===== config.mk =====
export PLATFORM = sky130hd
export DESIGN_NAME = gf2m_reduce_41
export DESIGN_NICKNAME = d
export VERILOG_FILES = /design/src/rtl/gf2m_reduce_41.sv
export SDC_FILE = /design/constraint.sdc
export NUM_CORES = 1
export LEC_CHECK = 0
export ABC_AREA = 1
export CORE_MARGIN = 2
export CORE_UTILIZATION = 35
export CTS_BUF_LIST = sky130_fd_sc_hd__clkbuf_2 sky130_fd_sc_hd__clkbuf_4 sky130_fd_sc_hd__clkbuf_8
export CTS_CLUSTER_SIZE = 16
export DETAILED_ROUTE_END_ITERATION = 16
export PLACE_DENSITY_LB_ADDON = 0.05
export SYNTH_ARGS = -nofsm -noshare
export SYNTH_HDL_FRONTEND = slang
export SYNTH_SLANG_ARGS = --single-unit

===== constraint.sdc =====
create_clock -name clk -period 15.81 [get_ports clk]
set_input_delay 3.9525 -clock clk [delete_from_list [all_inputs] [get_ports clk]]
set_output_delay 3.9525 -clock clk [all_outputs]
set_load 0.01 [all_outputs]

===== src/rtl/gf2m_reduce_41.sv =====
// Digit-serial reduction of an unreduced 81-bit carry-less product modulo x^41 + POLY(x).
// Clears DIGIT high-order coefficients per BUSY cycle; valid/ready handshake on both sides.
module gf2m_reduce_41 #(
    parameter int unsigned    M     = 41,
    parameter int unsigned    N     = 81,
    parameter int unsigned    DIGIT = 8,
    parameter logic [M-1:0]   POLY  = 41'h9
) (
    input  logic           clk,
    input  logic           rst,
    input  logic           in_valid,
    output logic           in_ready,
    input  logic [N-1:0]   in_data,
    output logic           out_valid,
    input  logic           out_ready,
    output logic [M-1:0]   out_data,
    output logic           busy
);

    localparam int unsigned STEPS = (N - M) / DIGIT;
    localparam int unsigned CNT_W = (STEPS > 1) ? $clog2(STEPS) : 1;
    localparam int unsigned IDX_W = $clog2(N);
    localparam logic [CNT_W-1:0] LAST = CNT_W'(STEPS - 1);
    localparam logic [N-1:0] FPOLY = {{(N - M - 1){1'b0}}, 1'b1, POLY};

    typedef enum logic [1:0] {
        S_IDLE,
        S_BUSY,
        S_DONE
    } state_t;

    state_t             state_q, state_d;
    logic [N-1:0]       r_q, r_d;
    logic [CNT_W-1:0]   cnt_q, cnt_d;
    logic [M-1:0]       out_data_q, out_data_d;
    logic               in_ready_q, in_ready_d;
    logic               out_valid_q, out_valid_d;
    logic               busy_q, busy_d;

    logic [N-1:0]       r_red;
    logic [IDX_W-1:0]   j;

    // One digit of elimination; each lower position sees the XORs applied above it.
    always_comb begin
        r_red = r_q;
        j     = '0;
        for (int unsigned i = 0; i < DIGIT; i++) begin
            j = IDX_W'((N - 1) - 32'(cnt_q) * DIGIT - i);
            if (r_red[j]) begin
                r_red = r_red ^ (FPOLY << (j - IDX_W'(M)));
            end
        end
    end

    always_comb begin
        state_d    = state_q;
        r_d        = r_q;
        cnt_d      = cnt_q;
        out_data_d = out_data_q;
        case (state_q)
            S_IDLE: begin
                if (in_valid) begin
                    r_d     = in_data;
                    cnt_d   = '0;
                    state_d = S_BUSY;
                end
            end
            S_BUSY: begin
                r_d   = r_red;
                cnt_d = cnt_q + 1'b1;
                if (cnt_q == LAST) begin
                    out_data_d = r_red[M-1:0];
                    state_d    = S_DONE;
                end
            end
            S_DONE: begin
                if (out_ready) begin
                    state_d = S_IDLE;
                end
            end
            default: state_d = S_IDLE;
        endcase
        // Status outputs are registered from the next state so they line up with it.
        in_ready_d  = (state_d == S_IDLE);
        out_valid_d = (state_d == S_DONE);
        busy_d      = (state_d != S_IDLE);
    end

    always_ff @(posedge clk) begin
        if (rst) begin
            state_q     <= S_IDLE;
            r_q         <= '0;
            cnt_q       <= '0;
            out_data_q  <= '0;
            in_ready_q  <= 1'b1;
            out_valid_q <= 1'b0;
            busy_q      <= 1'b0;
        end else begin
            state_q     <= state_d;
            r_q         <= r_d;
            cnt_q       <= cnt_d;
            out_data_q  <= out_data_d;
            in_ready_q  <= in_ready_d;
            out_valid_q <= out_valid_d;
            busy_q      <= busy_d;
        end
    end

    assign in_ready  = in_ready_q;
    assign out_valid = out_valid_q;
    assign out_data  = out_data_q;
    assign busy      = busy_q;

endmodule

==> impl_metrics.json, run 1 <==
{
  "cts_resized": 0,
  "cap_violations": 0,
  "grt_max_degree": 123,
  "worst-path-max-fanout": 42,
  "synth_warnings": 0,
  "setup_tns_ns": 0,
  "combinationalPowerShare_pct": 40.4,
  "critPathSlowestCell": "nand2_2",
  "hold_end": "out_data[5]",
  "p_switching_mw": 0.502,
  "cpMostUsedCell": "nand2_1",
  "drt-wirelength-per-cell_um": 20.6,
  "power_mw": 1.16,
  "grt_pass1_wl_um": 63200,
  "hold_path.class": "reg -> reg",
  "synthesis.area_sq_um": 10200,
  "yosysSeqAreaShare_pct": 25.5,
  "fin_nets": 1730,
  "synth-edff-count": 0,
  "holdPathStages": 2,
  "worstSetupPathType": "reg -> reg",
  "postCtsSetupRepairBufs": 0,
  "cp.required_ns": 16.18,
  "clockBufferDepth": 2,
  "ios": 129,
  "cts_buffers": 17,
  "final_core_util_pct": 41.9,
  "hold_violations": 0,
  "die_area_sq_um": 30500,
  "syn-num-nets": 1651,
  "via_count": 10435,
  "setup_viol": 0,
  "leakage_nw": 5.09,
  "synth_cell_types": 44,
  "rsz0062_at_grt": "false",
  "status": "finished, final reports clean",
  "async_flop_share_pct": 0,
  "cts_tree": "built",
  "gp_congestion": 0.969,
  "core_area_sq_um": 28700,
  "die_x_um": 175,
  "root_buffer": "clkbuf_8",
  "swShare_pct": 43.3,
  "pwr_density_cell_nw_per_um2": 96.4,
  "rr_endpoint": "out_data[24]",
  "hpwlAfterDp_um": 31400,
  "dr.pass1.iters": 5,
  "worstSkewPairLatency_ns": 0.48,
  "pwr-share-clk_pct": 27.6,
  "cts-hold-fix-buffers": 0,
  "grt_usage_pct": 27.8,
  "antenna_found_initial": 2,
  "area_growth_syn_to_layout_pct": 18.0,
  "initial_core_util_pct": 35.5,
  "cp-end-kind": "flip-flop",
  "overflow": 0,
  "htree_levels": 4,
  "power_frac_seq_pct": 32.0,
  "hold_path.startpoint": "out_data[5]",
  "rrSetupSlack_ns": 6.70,
  "yosys_register_bits": 130,
  "rr_startpoint": "cnt_q[0]",
  "maxClockFrequency_ghz": 0.110,
  "post_drt_via_cell_ratio": 5.13,
  "start_kind": "flip-flop",
  "finClkSkew_ns": 0.0210,
  "syn_inst": 1558,
  "slowest_delay_ns": 0.58,
  "grt_pass1_vias": 10197,
  "clkTransAtPathRegs_ns": 0.09,
  "synth.avg_cell_area_sq_um": 6.54,
  "slew-limit-headroom_pct": 27.6,
  "drt_wl_total_um": 42000,
  "fp.dieH_um": 175,
  "final.period_utilization_pct": 57.6,
  "io_buffers": 128,
  "reg2regPathDepth": 52,
  "peakVddDrop_mv": 0.0464,
  "dr.first_iter.drc_count": 906,
  "cell_internal_pwr_mw": 0.658,
  "clock-sinks": 130,
  "synth_ff_type": "dfxtp_1",
  "layout-drive-gt1-share_pct": 9.88,
  "min_period_ns": 9.11,
  "final-max-slew-violation-count": 0,
  "antenna_left": 0,
  "tightest_slew_ns": 1.08,
  "drc": 0,
  "rows": 62,
  "cp_data_arrival_time_ns": 9.49
}
==> power groups by stage <==
| stage | registers, mW | logic (mW) | clock network, mW |
|---|---|---|---|
| after detailed placement | 0.378 | 0.466 | 0 |
| after CTS | 0.371 | 0.468 | 0.329 |
| after floorplan | 0.370 | 0.343 | 0 |
| after global placement | 0.378 | 0.467 | 0 |
| after global routing | 0.373 | 0.516 | 0.342 |
| final | 0.371 | 0.469 | 0.320 |
==> registers in the layout, indices dropped and copies added (netlist names) <==
register and count:
out_data 41, in_ready 1, out_valid 1, cnt_q 3, state_q 2, r_q 81, busy 1
==> final cells by class <==
| cell class | instances | area, sq um |
|---|---|---|
| sequential | 130 | 2600 |
| inverter | 146 | 558 |
| clock buffer | 18 | 241 |
| fill | 3157 | 16700 |
| antenna | 1 | 2.50 |
| clock inverter | 14 | 176 |
| timing repair buffer | 139 | 1370 |
| multi-input combinational | 1203 | 6590 |
| tap | 384 | 480 |
==> layout by cell type (no fill, tap or decap), drive strengths merged <==
cell           synthesis  layout
o31ai                  1       1
nor2                 195     195
clkinv                 2       7
bufinv                 0       3
clkdlybuf4s50          0     127
a211oi                 2       2
a22oi                  2       2
nor3                   7       7
or2                    5       5
o311ai                 1       1
a21o                   1       1
xor2                 106     106
o211ai                19      19
o21ai                 70      70
and3                   1       1
dfxtp                130     130
clkinvlp               0       1
buf                   32      12
nand3                173     173
o221ai                21      21
and2                   8       8
ha                     8       8
clkbuf                44      18
a31oi                 19      19
nand2                429     429
a21oi                 94      94
xnor2                 27      27
diode                  0       1
nand4                  7       7
inv                  144     149
nand3b                 7       7
==> logic make-up (layout without fill, tap and decap cells) <==
family / Yosys count / in the layout / synth area share, %
AO/OA/AOI/OAI: 230 / 230 / 13.1
adder cells (fa/ha/maj): 8 / 8 / 0.982
other: 0 / 1 / 0
flip-flops: 130 / 130 / 25.5
buffers and inverters: 225 / 317 / 10.0
XOR/XNOR: 133 / 133 / 11.4
AND/OR/NAND/NOR: 832 / 832 / 39.0
==> Yosys cell counts, types with 12 or more instances <==
master / count / area [sq um]
a21oi_1: 91 / 455
a31oi_1: 19 / 119
buf_6: 12 / 135
clkbuf_1: 44 / 165
dfxtp_1: 130 / 2600
inv_1: 132 / 495
nand2_1: 379 / 1420
nand2_2: 40 / 250
nand3_1: 152 / 761
nand3_2: 18 / 180
nor2_1: 171 / 642
o211ai_1: 19 / 143
o21ai_0: 58 / 290
o21ai_1: 12 / 60.1
o221ai_1: 21 / 184
xnor2_1: 27 / 236
xor2_1: 106 / 928
==> metal layers <==
| metal | track usage, % | routed length, um | part of all wire, % |
|---|---|---|---|
| met5 | 0 | 8 | 0.019 |
| met4 | 12.0 | 1670 | 4.0 |
| met3 | 6.07 | 2490 | 5.9 |
| met2 | 44.3 | 19000 | 45 |
| met1 | 36.2 | 18800 | 45 |
==> how the worst max path moves through the flow <==
stage / cells after the start / slack, ns / to / from
after floorplan: 51 / 9.86 / out_data[24] / cnt_q[0]
after detailed placement: 52 / 6.83 / out_data[24] / cnt_q[0]
after global routing: 52 / 5.87 / r_q[24] / cnt_q[0]
after global placement: 52 / 6.93 / out_data[24] / cnt_q[0]
after CTS: 52 / 6.80 / out_data[24] / cnt_q[0]
final: 52 / 6.70 / out_data[24] / cnt_q[0]
==> critical path, delay by kind of cell, from the launching register on <==
kind                     cells  cell delay (ns)
AND/OR/NAND/NOR             43             6.63
buffers and inverters        6             1.26
adder cells (fa/ha/maj)      2             0.53
flip-flops                   1             0.35
AO/OA/AOI/OAI                1             0.17
==> metrics by stage <==
step	hold WS (ns)	cell area (sq um)	cells	worst slack, ns
after floorplan	0.445	10200	1558	9.86
after global routing	0.492	12000	2034	5.87
final	0.471	12000	2035	6.70
after CTS	0.471	12000	2034	6.80
after detailed placement	0.458	11600	2002	6.83
after global placement	0.453	11600	2002	6.93
(Power assumes the default switching activity.)
==> inputs of run 2 (changes only) <==
==> constraint.sdc (replaced) <==
create_clock -name clk -period 8.78 [get_ports clk]
set_input_delay 2.195 -clock clk [delete_from_list [all_inputs] [get_ports clk]]
set_output_delay 2.195 -clock clk [all_outputs]
set_load 0.01 [all_outputs]
==> run 2 against run 1 <==
Net effect:
- final cell count is 0.93% higher
- critical path type unchanged
- core utilization is 0.58 points higher
- total power is 85% higher
- largest power group unchanged
- critical endpoint is now r_q[32]
- first-iteration DRC count is 6.0% lower
- clock skew is 0.0017 ns lower
- critical path depth is 1 higher
- register-to-register slack worse by 6.0 ns
- global-route usage is 0.26 points lower
==> impl_metrics.json, run 2 (synthesis results as in run 1) <==
{
  "status": "finished, final reports clean",
  "cpMostUsedCell": "nand2_1",
  "post-place-ws_ns": 0.650,
  "slew-limit-headroom_pct": 34.8,
  "setup_viol": 0,
  "pwr_density_cell_nw_per_um2": 176,
  "fin_nets": 1750,
  "min_period_ns": 8.11,
  "die_x_um": 175,
  "drt_wl_total_um": 41700,
  "core_area_sq_um": 28700,
  "drc": 0,
  "area_growth_syn_to_layout_pct": 19.7,
  "worstSkewPairLatency_ns": 0.46,
  "maxClockFrequency_ghz": 0.123,
  "cts_buffers": 17,
  "layout-drive-gt1-share_pct": 11.0,
  "fillers": 3102,
  "postCtsSetupRepairBufs": 0,
  "cp-end-kind": "flip-flop",
  "drt-wirelength-per-cell_um": 20.3,
  "final-max-slew-violation-count": 0,
  "antenna_found_initial": 0,
  "cp.required_ns": 9.09,
  "clockBufferDepth": 2,
  "final.period_utilization_pct": 92.4,
  "rows": 62,
  "hold_path.class": "reg -> reg",
  "gp_congestion": 0.985,
  "initial_core_util_pct": 35.5,
  "ios": 129,
  "grt_max_degree": 80,
  "leakage_nw": 5.19,
  "cp_data_arrival_time_ns": 8.43,
  "antennaDiodeCount": 0,
  "dr.pass1.iters": 6,
  "overflow": 0,
  "clkTransAtPathRegs_ns": 0.10,
  "top_register": "r_q",
  "largest_reg_flops": 81,
  "cap_violations": 0,
  "tightest_slew_ns": 0.976,
  "finClkSkew_ns": 0.0192,
  "antenna_left": 0,
  "worst-path-max-fanout": 26,
  "finalWorstSetupSlack_ns": 0.669,
  "regArea_sq_um": 2600,
  "io_buffers": 128,
  "clock-sinks": 130,
  "layout_common_cells": "nand2_1 (379), nor2_1 (168), nand3_1 (152), inv_1 (132), dfxtp_1 (130)",
  "dr.first_iter.drc_count": 852,
  "rsz0062_at_grt": "false",
  "slowest_delay_ns": 0.44,
  "root_buffer": "clkbuf_8",
  "grt_pass1_wl_um": 63400,
  "peakVddDrop_mv": 0.0920,
  "post_drt_via_cell_ratio": 5.15,
  "grt_usage_pct": 27.5,
  "start_kind": "flip-flop",
  "cts_tree": "built",
  "grt_pass1_vias": 10151,
  "via_count": 10571,
  "fp.dieH_um": 175,
  "hpwlAfterDp_um": 31800,
  "multi_input_area_sq_um": 6600,
  "worstSetupPathType": "reg -> reg",
  "critPathSlowestCell": "dfxtp_1",
  "htree_levels": 4,
  "hold_violations": 0,
  "layout_commonest_cell": "nand2_1",
  "setup_tns_ns": 0,
  "die_area_sq_um": 30500
}
==> run 2: area by class of cell <==
cell class                      instances  area share, %
Tap cell                              384           3.94
Clock buffer                           18           1.98
Timing Repair Buffer                  159           12.4
Multi-Input combinational cell       1203           54.1
Inverter                              146           4.58
Clock inverter                         14           1.64
Sequential cell                       130           21.3
==> run 2: repair_timing <==
| item | CTS | global route |
|---|---|---|
| resized for setup | 0 | 2 |
| endpoints found under the setup margin | 0 | 27 |
| hold buffers | 0 | 0 |
==> run 2: power by group <==
part | switching (mW) | internal, mW | leakage, nW
logic | 0.576 | 0.278 | 3.90
registers | 0.0383 | 0.630 | 1.07
clock network | 0.301 | 0.318 | 0.226
total | 0.915 | 1.23 | 5.19
==> run 2: worst max-delay path: cells and delay by family, from the launching register on <==
kind	cells	cell delay [ns]
DFF	1	0.44
and+or+nand+nor	44	5.74
buffers and inverters	6	1.20
AOI/OAI and AO/OA	1	0.06
adders and majority gates	2	0.48
==> run 2: worst paths after layout <==
| check | end | slack, ns | startpoint | depth (start not counted) |
|---|---|---|---|---|
| worst max-delay path | r_q[32] | 0.67 | cnt_q[0] | 53 |
| worst min-delay path | r_q[76] | 0.47 | r_q[76] | 2 |
| worst min register to register | r_q[76] | 0.47 | r_q[76] | 2 |
| worst max register to register | r_q[32] | 0.67 | cnt_q[0] | 53 |
==> run 2: metal layers <==
metal	routed length [um]	global-route usage, %	share of wire, %
met1	19500	37.9	47
met2	19400	45.5	46
met3	1940	3.52	4.6
met4	958	7.29	2.3
met5	0	0	0
==> run 2: per-stage QoR <==
stage	instance area, sq um	total power [mW]	hold slack [ns]	std cells	utilization, %
after floorplan	10200	1.28	0.445	1558	-
after global placement	11700	1.53	0.455	2022	40.9
after detailed placement	11700	1.53	0.458	2022	40.9
after CTS	12200	2.15	0.472	2054	42.5
after global routing	12200	2.27	0.494	2054	42.5
final	12200	2.14	0.468	2054	42.5
==> inputs of run 3 (changes only) <==
==> constraint.sdc (replaced) <==
create_clock -name clk -period 8.78 [get_ports clk]
set_input_delay 2.195 -clock clk [delete_from_list [all_inputs] [get_ports clk]]
set_output_delay 2.195 -clock clk [all_outputs]
set_load 0.005 [all_outputs]
==> results of run 3 <==
Same layout as run 2 (identical final DEF). Status: finished, final reports clean.
